### src/rtl/decode_buffer_pkg.sv
// decode_buffer_pkg: shared opcodes, format codes, ALU constants and decoded-field record
package decode_buffer_pkg;
  localparam logic [6:0] OPC_LUI      = 7'b0110111;
  localparam logic [6:0] OPC_AUIPC    = 7'b0010111;
  localparam logic [6:0] OPC_JAL      = 7'b1101111;
  localparam logic [6:0] OPC_JALR     = 7'b1100111;
  localparam logic [6:0] OPC_BRANCH   = 7'b1100011;
  localparam logic [6:0] OPC_LOAD     = 7'b0000011;
  localparam logic [6:0] OPC_STORE    = 7'b0100011;
  localparam logic [6:0] OPC_OP_IMM   = 7'b0010011;
  localparam logic [6:0] OPC_OP       = 7'b0110011;
  localparam logic [6:0] OPC_MISC_MEM = 7'b0001111;
  localparam logic [6:0] OPC_SYSTEM   = 7'b1110011;
  localparam logic [6:0] F7_BASE      = 7'h00;
  localparam logic [6:0] F7_ALT       = 7'h20;
  localparam logic [6:0] F7_MULDIV    = 7'h01;
  localparam logic [2:0] F3_ADD       = 3'b000;
  localparam logic [2:0] F3_SLL       = 3'b001;
  localparam logic [2:0] F3_SR        = 3'b101;
  localparam logic [2:0] ALU_ADD      = 3'b000;
  typedef enum logic [2:0] {TYPE_R, TYPE_I, TYPE_S, TYPE_B, TYPE_U, TYPE_J} fmt_e;
  typedef struct packed {
    logic [4:0]  rs1;
    logic [4:0]  rs2;
    logic [4:0]  rd;
    logic [31:0] imm;
    logic [2:0]  alu_op;
    logic        is_load;
    logic        is_store;
    logic        is_writeback;
    logic        is_branch;
    logic        is_ja;
    logic        is_system;
    logic        is_sub;
    logic        is_mul;
    logic        illegal;
  } dec_t;
endpackage

### src/rtl/decode_buffer_core.sv
// decode_core: combinational RV32I(+M) field decoder
// inst_i: raw instruction; dec_o: decoded register fields, immediate, alu op and class flags
module decode_core
  import decode_buffer_pkg::*;
#(
  parameter bit EN_M = 1'b1
) (
  input  logic [31:0] inst_i,
  output dec_t        dec_o
);
  logic [6:0] opc;
  logic [6:0] f7;
  logic [2:0] f3;
  fmt_e       fmt;
  logic       is_op;
  logic       op_ok;
  logic       sh_ok;
  logic       ill;
  logic       add_grp;
  always_comb begin
    opc = inst_i[6:0];
    f3 = inst_i[14:12];
    f7 = inst_i[31:25];
    is_op = opc == OPC_OP;
    fmt = (opc == OPC_LUI || opc == OPC_AUIPC) ? TYPE_U :
          opc == OPC_JAL    ? TYPE_J :
          opc == OPC_BRANCH ? TYPE_B :
          opc == OPC_STORE  ? TYPE_S :
          (opc == OPC_JALR || opc == OPC_LOAD || opc == OPC_OP_IMM ||
           opc == OPC_SYSTEM || opc == OPC_MISC_MEM) ? TYPE_I : TYPE_R;
    op_ok = f7 == F7_BASE || (f7 == F7_ALT && (f3 == F3_ADD || f3 == F3_SR)) ||
            (EN_M && f7 == F7_MULDIV);
    // only the shift encodings of OP_IMM constrain funct7
    sh_ok = f3 == F3_SLL ? f7 == F7_BASE : f3 == F3_SR ? (f7 == F7_BASE || f7 == F7_ALT) : 1'b1;
    ill = inst_i[1:0] != 2'b11 || (fmt == TYPE_R && !is_op) || (is_op && !op_ok) ||
          (opc == OPC_OP_IMM && !sh_ok);
    add_grp = fmt == TYPE_U || fmt == TYPE_J || fmt == TYPE_B || fmt == TYPE_S ||
              opc == OPC_JALR || opc == OPC_LOAD;
    dec_o = '0;
    dec_o.rs1 = inst_i[19:15];
    dec_o.rs2 = inst_i[24:20];
    dec_o.rd = inst_i[11:7];
    dec_o.imm = fmt == TYPE_I ? {{20{inst_i[31]}}, inst_i[31:20]} :
                fmt == TYPE_S ? {{20{inst_i[31]}}, inst_i[31:25], inst_i[11:7]} :
                fmt == TYPE_B ? {{19{inst_i[31]}}, inst_i[31], inst_i[7], inst_i[30:25], inst_i[11:8], 1'b0} :
                fmt == TYPE_U ? {inst_i[31:12], 12'b0} :
                fmt == TYPE_J ? {{11{inst_i[31]}}, inst_i[31], inst_i[19:12], inst_i[20], inst_i[30:21], 1'b0} :
                32'b0;
    dec_o.alu_op = add_grp ? ALU_ADD : f3;
    dec_o.is_load = !ill && opc == OPC_LOAD;
    dec_o.is_store = !ill && opc == OPC_STORE;
    dec_o.is_branch = !ill && opc == OPC_BRANCH;
    dec_o.is_ja = !ill && (opc == OPC_JAL || opc == OPC_JALR);
    dec_o.is_writeback = !ill && (fmt == TYPE_U || fmt == TYPE_J || is_op || opc == OPC_OP_IMM ||
                                  opc == OPC_JALR || opc == OPC_LOAD);
    dec_o.is_system = opc == OPC_SYSTEM;
    dec_o.is_sub = is_op && f7[5];
    dec_o.is_mul = !ill && EN_M && is_op && f7 == F7_MULDIV;
    dec_o.illegal = ill;
  end
endmodule

### src/rtl/decode_buffer.sv
// decode_buffer: DEPTH-entry {pc,inst} FIFO feeding one registered, decoded output slot
// fetch side: in_valid/in_ready/in_inst/in_pc; flush drops all held instructions
// execute side: out_valid/out_ready plus out_pc, out_inst and decoded out_* fields
// count: FIFO occupancy, not including the output slot
module decode_buffer
  import decode_buffer_pkg::*;
#(
  parameter int DEPTH = 4,
  parameter bit EN_M  = 1'b1
) (
  input  logic                       clk,
  input  logic                       rst,
  input  logic                       in_valid,
  output logic                       in_ready,
  input  logic [31:0]                in_inst,
  input  logic [31:0]                in_pc,
  input  logic                       flush,
  output logic                       out_valid,
  input  logic                       out_ready,
  output logic [31:0]                out_pc,
  output logic [31:0]                out_inst,
  output logic [4:0]                 out_rs1,
  output logic [4:0]                 out_rs2,
  output logic [4:0]                 out_rd,
  output logic [31:0]                out_imm,
  output logic [2:0]                 out_alu_op,
  output logic                       out_is_load,
  output logic                       out_is_store,
  output logic                       out_is_writeback,
  output logic                       out_is_branch,
  output logic                       out_is_ja,
  output logic                       out_is_system,
  output logic                       out_is_sub,
  output logic                       out_is_mul,
  output logic                       out_illegal,
  output logic [$clog2(DEPTH+1)-1:0] count
);
  localparam int CW = $clog2(DEPTH + 1);
  localparam int PW = $clog2(DEPTH);
  logic [63:0]   mem_q [DEPTH];
  logic [PW-1:0] wr_q, wr_d, rd_q, rd_d;
  logic [CW-1:0] count_q, count_d;
  logic          valid_q, valid_d;
  logic [31:0]   pc_q, inst_q, src_pc, src_inst;
  dec_t          dec_q, dec;
  logic          push, slot_free, empty, bypass, fpush, fpop, load;
  decode_core #(.EN_M(EN_M)) u_dec (.inst_i(src_inst), .dec_o(dec));
  // in_ready depends only on state, flush and rst, never on out_ready
  assign in_ready = count_q < CW'(DEPTH) && !flush && !rst;
  always_comb begin
    push = in_valid && in_ready;
    slot_free = !valid_q || out_ready;
    empty = count_q == '0;
    bypass = push && empty && slot_free;
    fpop = !empty && slot_free;
    fpush = push && !bypass;
    load = !flush && (fpop || bypass);
    {src_pc, src_inst} = empty ? {in_pc, in_inst} : mem_q[rd_q];
    valid_d = flush ? 1'b0 : slot_free ? (fpop || bypass) : valid_q;
    count_d = flush ? '0 : count_q + CW'(fpush) - CW'(fpop);
    wr_d = flush ? '0 : fpush ? wr_q + PW'(1) : wr_q;
    rd_d = flush ? '0 : fpop ? rd_q + PW'(1) : rd_q;
  end
  always_ff @(posedge clk or posedge rst) begin
    if (rst) begin
      valid_q <= 1'b0;
      count_q <= '0;
      wr_q <= '0;
      rd_q <= '0;
      pc_q <= '0;
      inst_q <= '0;
      dec_q <= '0;
    end else begin
      valid_q <= valid_d;
      count_q <= count_d;
      wr_q <= wr_d;
      rd_q <= rd_d;
      if (load) begin
        pc_q <= src_pc;
        inst_q <= src_inst;
        dec_q <= dec;
      end
    end
  end
  always_ff @(posedge clk) begin
    if (fpush) mem_q[wr_q] <= {in_pc, in_inst};
  end
  assign out_valid = valid_q;
  assign out_pc = pc_q;
  assign out_inst = inst_q;
  assign out_rs1 = dec_q.rs1;
  assign out_rs2 = dec_q.rs2;
  assign out_rd = dec_q.rd;
  assign out_imm = dec_q.imm;
  assign out_alu_op = dec_q.alu_op;
  assign out_is_load = dec_q.is_load;
  assign out_is_store = dec_q.is_store;
  assign out_is_writeback = dec_q.is_writeback;
  assign out_is_branch = dec_q.is_branch;
  assign out_is_ja = dec_q.is_ja;
  assign out_is_system = dec_q.is_system;
  assign out_is_sub = dec_q.is_sub;
  assign out_is_mul = dec_q.is_mul;
  assign out_illegal = dec_q.illegal;
  assign count = count_q;
endmodule
### config.mk
export PLATFORM = sky130hd
export DESIGN_NAME = decode_buffer
export DESIGN_NICKNAME = d
export VERILOG_FILES = /design/src/rtl/decode_buffer_pkg.sv /design/src/rtl/decode_buffer_core.sv /design/src/rtl/decode_buffer.sv
export SDC_FILE = /design/constraint.sdc
export NUM_CORES = 1
export LEC_CHECK = 0
export CORE_MARGIN = 5
export CORE_UTILIZATION = 35
export CTS_CLUSTER_DIAMETER = 200
export CTS_CLUSTER_SIZE = 28
export DETAILED_ROUTE_END_ITERATION = 8
export PLACE_DENSITY = 0.58
export SLEW_MARGIN = 20
export SYNTH_ARGS = -nofsm -noshare
export SYNTH_HDL_FRONTEND = slang
export SYNTH_SLANG_ARGS = --single-unit
export TNS_END_PERCENT = 100
### constraint.sdc
create_clock -name clk -period 4.5 [get_ports clk]
set_clock_uncertainty 0.15 [all_clocks]
set_input_delay 0.675 -clock clk [delete_from_list [all_inputs] [get_ports clk]]
set_output_delay 0.675 -clock clk [all_outputs]
set_load 0.005 [all_outputs]
* Word level (Yosys, flattened, before mapping) *
Memory sizes are Yosys's and may differ from the RTL's.
Index checks and enable logic that the tools add are counted.

storage, ports and cells
  register bits after elaboration = 131
  RAM bits = 256
  output and inout bits = 128
  memories kept = 1

memory list
  memory  depth  width  rd ports  clocked after Yosys merged registers in  wr ports  line                 text
  mem_q   4      64     1         0                                        1         decode_buffer.sv:40  logic [63:0] mem_q [DEPTH];

cells by class
  add/subtract/negate cells = 4
  magnitude comparators = 1
  eq/ne operators = 21
  multiplexer cells = 23
  reduce and logical (&&, ||, !) cells = 60

operators with widths
  operator                                           number
  2-to-1 mux 32 bit                                  5
  2-to-1 mux 64 bit                                  1
  == test 7 x 6 -> 1 bit, second input constant      4
  == test 7 bit, second input constant               4
  logical OR 1 bit                                   24
  logical AND 1 bit                                  20
  2-to-1 mux 3 bit                                   6
  == test 7 x 5 -> 1 bit, second input constant      2
  == test 3 bit, second input constant               3
  logical NOT 1 bit                                  9
  logical NOT 3 bit                                  3
  2-to-1 mux 2 bit                                   4
  == test 7 x 1 -> 1 bit, second input constant      1
  == test 7 x 2 -> 1 bit, second input constant      1
  == test 7 x 4 -> 1 bit, second input constant      1
  logical NOT 7 bit                                  1
  2-to-1 mux 1 bit                                   7
  == test 3 x 1 -> 1 bit, second input constant      2
  == test 3 x 2 -> 1 bit, second input constant      2
  nonzero test 2 bit                                 3
  adder 2 x 1 -> 2 bit, second input constant        2
  adder 3 x 1 -> 3 bit                               1
  less-than comparator 3 bit, second input constant  1
  subtractor 3 x 1 -> 3 bit                          1
  inequality test 2 bit, second input constant       1

* Longest topological paths before layout *
  depth after elaboration = 20
  mapped depth = 13
  mapped depth without buffers = 10

* Cells and area by module *
A second synthesis with hierarchy kept.

second synthesis, totals
  cell total of the unflattened synthesis = 973
  area, all modules = 16231.8 µm²

by module, submodules not included
  module         times used  cells an instance  area each (µm²)  sequential area each (µm²)
  decode_buffer  1           846                15348.5          10965.5
  decode_core    1           127                883.3            0.0

* Least setup slack after synthesis *
Ideal clock, no wire load.

  path type = register -> register
  start point = register count_q[2] (netlist: count[2])
  end point = memory mem_q[1][0] (enable)
  library setup time = 0.429 ns
  arrival = 3.276 ns
  setup slack = 0.645 ns
  cell stages (with the launch flop) = 8
  path through = dfrtp_1 -> or3_4 -> buf_6 -> clkbuf_1 -> buf_2 -> nor2_1 -> nor2_1 -> and2_1

between the ends
  cells in the longest elaborated chain, start to end = 10

RTL lines
  item                                        line                 text
  from (decl)                                 decode_buffer.sv:42  logic [CW-1:0] count_q, count_d;
  from (signal assigned)                      decode_buffer.sv:75  count_q <= count_d;
  less-than comparator 3 bit                  decode_buffer.sv:49  assign in_ready = count_q < CW'(DEPTH) && !flush && !rst;
  logical AND 1 bit (2 in series)             decode_buffer.sv:49
  logical AND 1 bit                           decode_buffer.sv:51  push = in_valid && in_ready;
  logical AND 1 bit (2 in series)             decode_buffer.sv:54  bypass = push && empty && slot_free;
  logical NOT 1 bit                           decode_buffer.sv:56  fpush = push && !bypass;
  logical AND 1 bit (*)                       decode_buffer.sv:56
  2-to-1 mux 1 bit (*)                        decode_buffer.sv:86  if (fpush) mem_q[wr_q] <= {in_pc, in_inst};
  2-to-1 mux 1 bit (implied by the code) (*)  decode_buffer.sv:86
  to (decl)                                   decode_buffer.sv:40

Mark *: on every way between the ends. The rest lies on a longest branch, timed or not.

* Worst setup path in the final report *
  start point = register rd_q[0]
  end point = register dec_q (netlist bit out_illegal)

between the ends
  cells in the longest elaborated chain, start to end = 17

RTL lines
  item                                                            line                      text
  from (decl)                                                     decode_buffer.sv:41       logic [PW-1:0] wr_q, wr_d, rd_q, rd_d;
  from (signal assigned)                                          decode_buffer.sv:77       rd_q <= rd_d;
  memory read (4 x 64 bit) (*)                                    -
  2-to-1 mux 64 bit (*)                                           decode_buffer.sv:58       {src_pc, src_inst} = empty ? {in_pc, in_inst} : mem_q[rd_q];
  == test 7 bit / == test 7 x 2 -> 1 bit (equally long branches)  decode_buffer_core.sv:29  (opc == OPC_JALR || opc == OPC_LOAD || opc == OPC_OP_IMM ||
  logical OR 1 bit (3 in series)                                  decode_buffer_core.sv:29
  logical OR 1 bit                                                decode_buffer_core.sv:30  opc == OPC_SYSTEM || opc == OPC_MISC_MEM) ? TYPE_I : TYPE_R;
  2-to-1 mux 1 bit                                                decode_buffer_core.sv:30
  2-to-1 mux 3 bit                                                decode_buffer_core.sv:28  opc == OPC_STORE ? TYPE_S :
  2-to-1 mux 3 bit                                                decode_buffer_core.sv:27  opc == OPC_BRANCH ? TYPE_B :
  2-to-1 mux 3 bit                                                decode_buffer_core.sv:26  opc == OPC_JAL ? TYPE_J :
  2-to-1 mux 3 bit                                                decode_buffer_core.sv:25  fmt = (opc == OPC_LUI || opc == OPC_AUIPC) ? TYPE_U :
  logical NOT 3 bit                                               decode_buffer_core.sv:35  ill = inst_i[1:0] != 2'b11 || (fmt == TYPE_R && !is_op) || (is_op && !op_ok) ||
  logical AND 1 bit                                               decode_buffer_core.sv:35
  logical OR 1 bit (2 in series)                                  decode_buffer_core.sv:35
  logical OR 1 bit (*)                                            decode_buffer_core.sv:35
  to (signal assigned)                                            decode_buffer.sv:72       dec_q <= '0;
  to (signal assigned)                                            decode_buffer.sv:81       dec_q <= dec;
  to (decl)                                                       decode_buffer.sv:45       dec_t dec_q, dec;

Marked as above.
A chain may end at the register's enable or synchronous reset.

==> metrics.md <==
| Metric | Value |
|---|---|
| Worst-case reg-to-reg path depth | `7` |
| Seq. cell area | `approximately 11,000 um2` |
| Rows | `75` |
| Number of iterations in the first detailed-routing pass | `5` |
| Gate count of the mapped netlist | `approximately 980` |
| Worst slew pin tran | `around 980 ps` |
| HP Start | `out_imm[25]$_DFFE_PP0P_` |
| Setup violations, final | `0` |
| Endpoint of the worst register-to-register path | `out_illegal$_DFFE_PP0P_` |
| Global route overflow | `0` |
| Total Routing Usage GR | `0.156` |
| Number of nets in the layout | `around 1,200` |
| Number of enable-type register cells in the synthesized netlist | `about 260` |
| DRC errors left | `0` |
| Die footprint | `between 40,000 and 50,000 um2` |
| Pin count of the biggest net entering global routing | `106` |
| Top cell type by total area after synthesis | `sky130_fd_sc_hd__edfxtp_1` |
| Top FF cell, synth | `sky130_fd_sc_hd__edfxtp_1` |
| Mean instance size in the synthesized netlist | `approximately 15 um2` |
| Critical setup path kind | `flip-flop to flip-flop` |
| Met1 Resource Use GR | `0.231` |
| Clock network latency to the later pin of the worst-skew pair | `520 ps` |
| Clock period minus worst slack | `3360 ps` |
| Clock tree from TritonCTS | `built` |
| Count of instances resized after the clock tree is built | `0` |
| HPWL reported at the end of detailed placement | `25,400 um` |
| Clock transition time at the flip-flop clock pins of the worst setup and hold paths | `120 ps` |
| # IOs | `about 200` |
| Static Leak | `roughly 6.4 nW` |
| Critical Path AT | `3620 ps` |
| Clock tree root buffer cell | `sky130_fd_sc_hd__clkbuf_16` |
| Number of buffers inserted by port buffering | `196` |
| Flop2flop setup slack | `approximately 1100 ps` |
| Tightest Hold Check Type | `flip-flop to flip-flop` |
| Crit Path Max Fanout | `23` |
| Worst vdd rail ir drop | `0.299 mV` |
| Share of post-route cells with drive strength above 1 | `0.117` |
| Hold bufs inserted after CTS | `0` |
| Total routed wirelength | `~37,000 um` |
| Layout filler cell count | `~3,900` |
| GR Util met2 | `0.251` |
| Die outline height | `~220 um` |
| Maximum operating frequency | `around 300 MHz` |
| Kind of start point of the critical path | `flip-flop` |
| Effective utilization at floorplan | `0.356` |
| Overall die width | `~220 um` |
| Crit Reg-Reg Startpoint | `rd_q[0]$_DFFE_PP0P_` |
| Avg WL per Cell | `between 20 and 25 um` |
| Post-synth cell types | `55` |
| Synth area leaders | `sky130_fd_sc_hd__edfxtp_1 51%, sky130_fd_sc_hd__dfrtp_1 19%, sky130_fd_sc_hd__mux4_2 9.6%` |
| Worst path required time | `roughly 4800 ps` |
| Top cell type's share of synthesized area | `0.512` |
| Count of final max-slew check failures | `0` |
| Total negative slack for setup checks | `0 ps` |
| Worst hold endpoint | `out_imm[25]$_DFFE_PP0P_` |
| Run status | `completed` |
| Max cap viols | `0` |
| Filler-free cell count of the finished design | `about 1,700` |
| Post-route ant nets | `0` |
| Area used by multi-input combinational logic | `a little over 4000 um2` |
| Antenna cells | `0` |
| Max transition margin | `0.346` |
| Sequential element share of the synthesized area | `0.705` |
| Top cells by count, synth | `256 x sky130_fd_sc_hd__edfxtp_1, 157 x sky130_fd_sc_hd__nand2_1, 116 x sky130_fd_sc_hd__dfrtp_1` |
| Core region area | `42,200 um2` |
| Final number of hold-violating endpoints | `0` |
| Via count of the first global-routing pass | `around 9,000` |
| Power density relative to cell area | `~570 nW/um2` |
| Utilization after layout | `0.428` |
| Area added between synthesis and finish | `20.4%` |
| Critical Path Sink Type | `flip-flop` |
| Tcrit/Tclk final | `0.747` |
| Cell area after technology mapping | `between 15,000 and 20,000 um2` |
| Most instantiated library cell after synthesis | `sky130_fd_sc_hd__edfxtp_1` |
| Routing usage on met3 | `0.0265` |
| Setup repair bufs after CTS | `0` |
| Vias after detailed routing | `between 8,000 and 9,000` |
| Wire length of the first global-routing pass | `57,600 um` |
| Via density per instance | `5.13` |
| Worst Hold Path Cells | `2` |
| Antenna violations before repair | `3` |
| Async set or reset register ratio after synthesis | `0.312` |
| # H-tree levels | `1` |
| Number of CTS-inserted buffers | `17` |
| Final weighted congestion in routability-driven placement | `0.801` |
| CTS Buffer Depth | `3` |
| Number of DRC markers in iteration 0 | `about 710` |
| Total of flip-flops plus latches after synthesis | `approximately 370` |
| Clock net sink count | `about 370` |
| Busiest layer in global routing | `met2` |
| Post-synthesis net count | `between 1,000 and 1,500` |
| RSZ-0062 raised after global routing | `false` |
| Placed Instances | `roughly 1,700` |
| Yosys Warn Count | `0` |
==> cell type report <==
type,instances,share of cell area
inverter,8,0.00208
multi-input combinational,532,0.225
clock buffer,28,0.0258
tap,539,0.0373
timing repair buffer,220,0.122
clock inverter,1,0.00111
sequential,372,0.586
==> power by group <==
group	switching, mW	internal, mW
clock network	1.05	0.736
registers	0.416	4.17
logic	2.02	1.98
total	3.49	6.89
==> worst max path at each step <==
stage	start	endpoint	slack, ps	cells past startpoint
after floorplan	rst	count[0]$_DFF_PP0_	600	1
after global placement	flush	count[2]$_DFF_PP0_	1030	11
after global routing	rd_q[0]$_DFFE_PP0P_	out_illegal$_DFFE_PP0P_	880	7
after detailed placement	flush	count[2]$_DFF_PP0_	960	11
final	rd_q[0]$_DFFE_PP0P_	out_illegal$_DFFE_PP0P_	1140	7
after CTS	rd_q[0]$_DFFE_PP0P_	out_illegal$_DFFE_PP0P_	1120	7
==> cells in the final DEF (no fill, tap or decap), types with 3 or more instances in the layout <==
cell	n
sky130_fd_sc_hd__o21ai_0	29
sky130_fd_sc_hd__buf_4	19
sky130_fd_sc_hd__clkdlybuf4s50_1	196
sky130_fd_sc_hd__and2_4	4
sky130_fd_sc_hd__nor2_1	86
sky130_fd_sc_hd__clkbuf_1	11
sky130_fd_sc_hd__mux2_2	3
sky130_fd_sc_hd__a22oi_1	5
sky130_fd_sc_hd__nor3_1	6
sky130_fd_sc_hd__nand2b_1	6
sky130_fd_sc_hd__nand2_1	157
sky130_fd_sc_hd__nand3_1	3
sky130_fd_sc_hd__ha_1	6
sky130_fd_sc_hd__buf_12	5
sky130_fd_sc_hd__a31oi_1	44
sky130_fd_sc_hd__o21ai_2	10
sky130_fd_sc_hd__dfrtp_1	114
sky130_fd_sc_hd__mux4_2	64
sky130_fd_sc_hd__a22o_1	10
sky130_fd_sc_hd__xnor2_1	6
sky130_fd_sc_hd__clkbuf_16	17
sky130_fd_sc_hd__o211ai_1	3
sky130_fd_sc_hd__and3_1	3
sky130_fd_sc_hd__o21ai_1	3
sky130_fd_sc_hd__edfxtp_1	256
sky130_fd_sc_hd__a21o_1	13
sky130_fd_sc_hd__a21oi_1	7
sky130_fd_sc_hd__mux2i_1	24
sky130_fd_sc_hd__nor2b_1	4
sky130_fd_sc_hd__inv_1	7
==> critical path: stages (launching register included) <==
cell	delay (ps)
sky130_fd_sc_hd__dfrtp_4	720
sky130_fd_sc_hd__mux4_2	620
sky130_fd_sc_hd__mux2i_2	470
sky130_fd_sc_hd__mux2i_1	160
sky130_fd_sc_hd__o32a_1	370
sky130_fd_sc_hd__nand2_1	290
sky130_fd_sc_hd__nor3_1	110
sky130_fd_sc_hd__o32a_1	360
==> state kept, by name (all words and copies together), names as in the netlist, 2 cells and up <==
name and flops:
out_alu_op 3, count 3, out_imm 32, wr_q 2, out_inst 32, out_pc 32
mem_q 256, rd_q 2
==> stage by stage <==
stage / power (mW) / instance area [um2] / hold slack (ps) / setup slack, ps
after detailed placement: 8.74 / 17600 / 309 / 959
after global placement: 8.72 / 17600 / 311 / 1030
after global routing: 11.0 / 18100 / 349 / 881
after floorplan: 6.84 / 15000 / 313 / 603
final: 10.4 / 18100 / 327 / 1140
after CTS: 10.5 / 18100 / 337 / 1120
==> metal layers <==
layer / share of wire / up-vias
li1: - / 3986
met1: 0.47 / 4490
met2: 0.47 / 211
met3: 0.054 / 33
met4: 0.011 / 6
met5: 0.00088 / -
==> logic make-up after synthesis <==
family                   Yosys count  share of synthesized area
adder cells (fa/ha/maj)            8                    0.00708
multiplexers                      94                      0.117
flip-flops                       372                      0.705
buffers and inverters             77                     0.0259
XOR/XNOR                           7                    0.00408
AO/OA/AOI/OAI                    142                     0.0640
AND/OR/NAND/NOR                  281                     0.0765
Power figures use the tool's default switching activity.
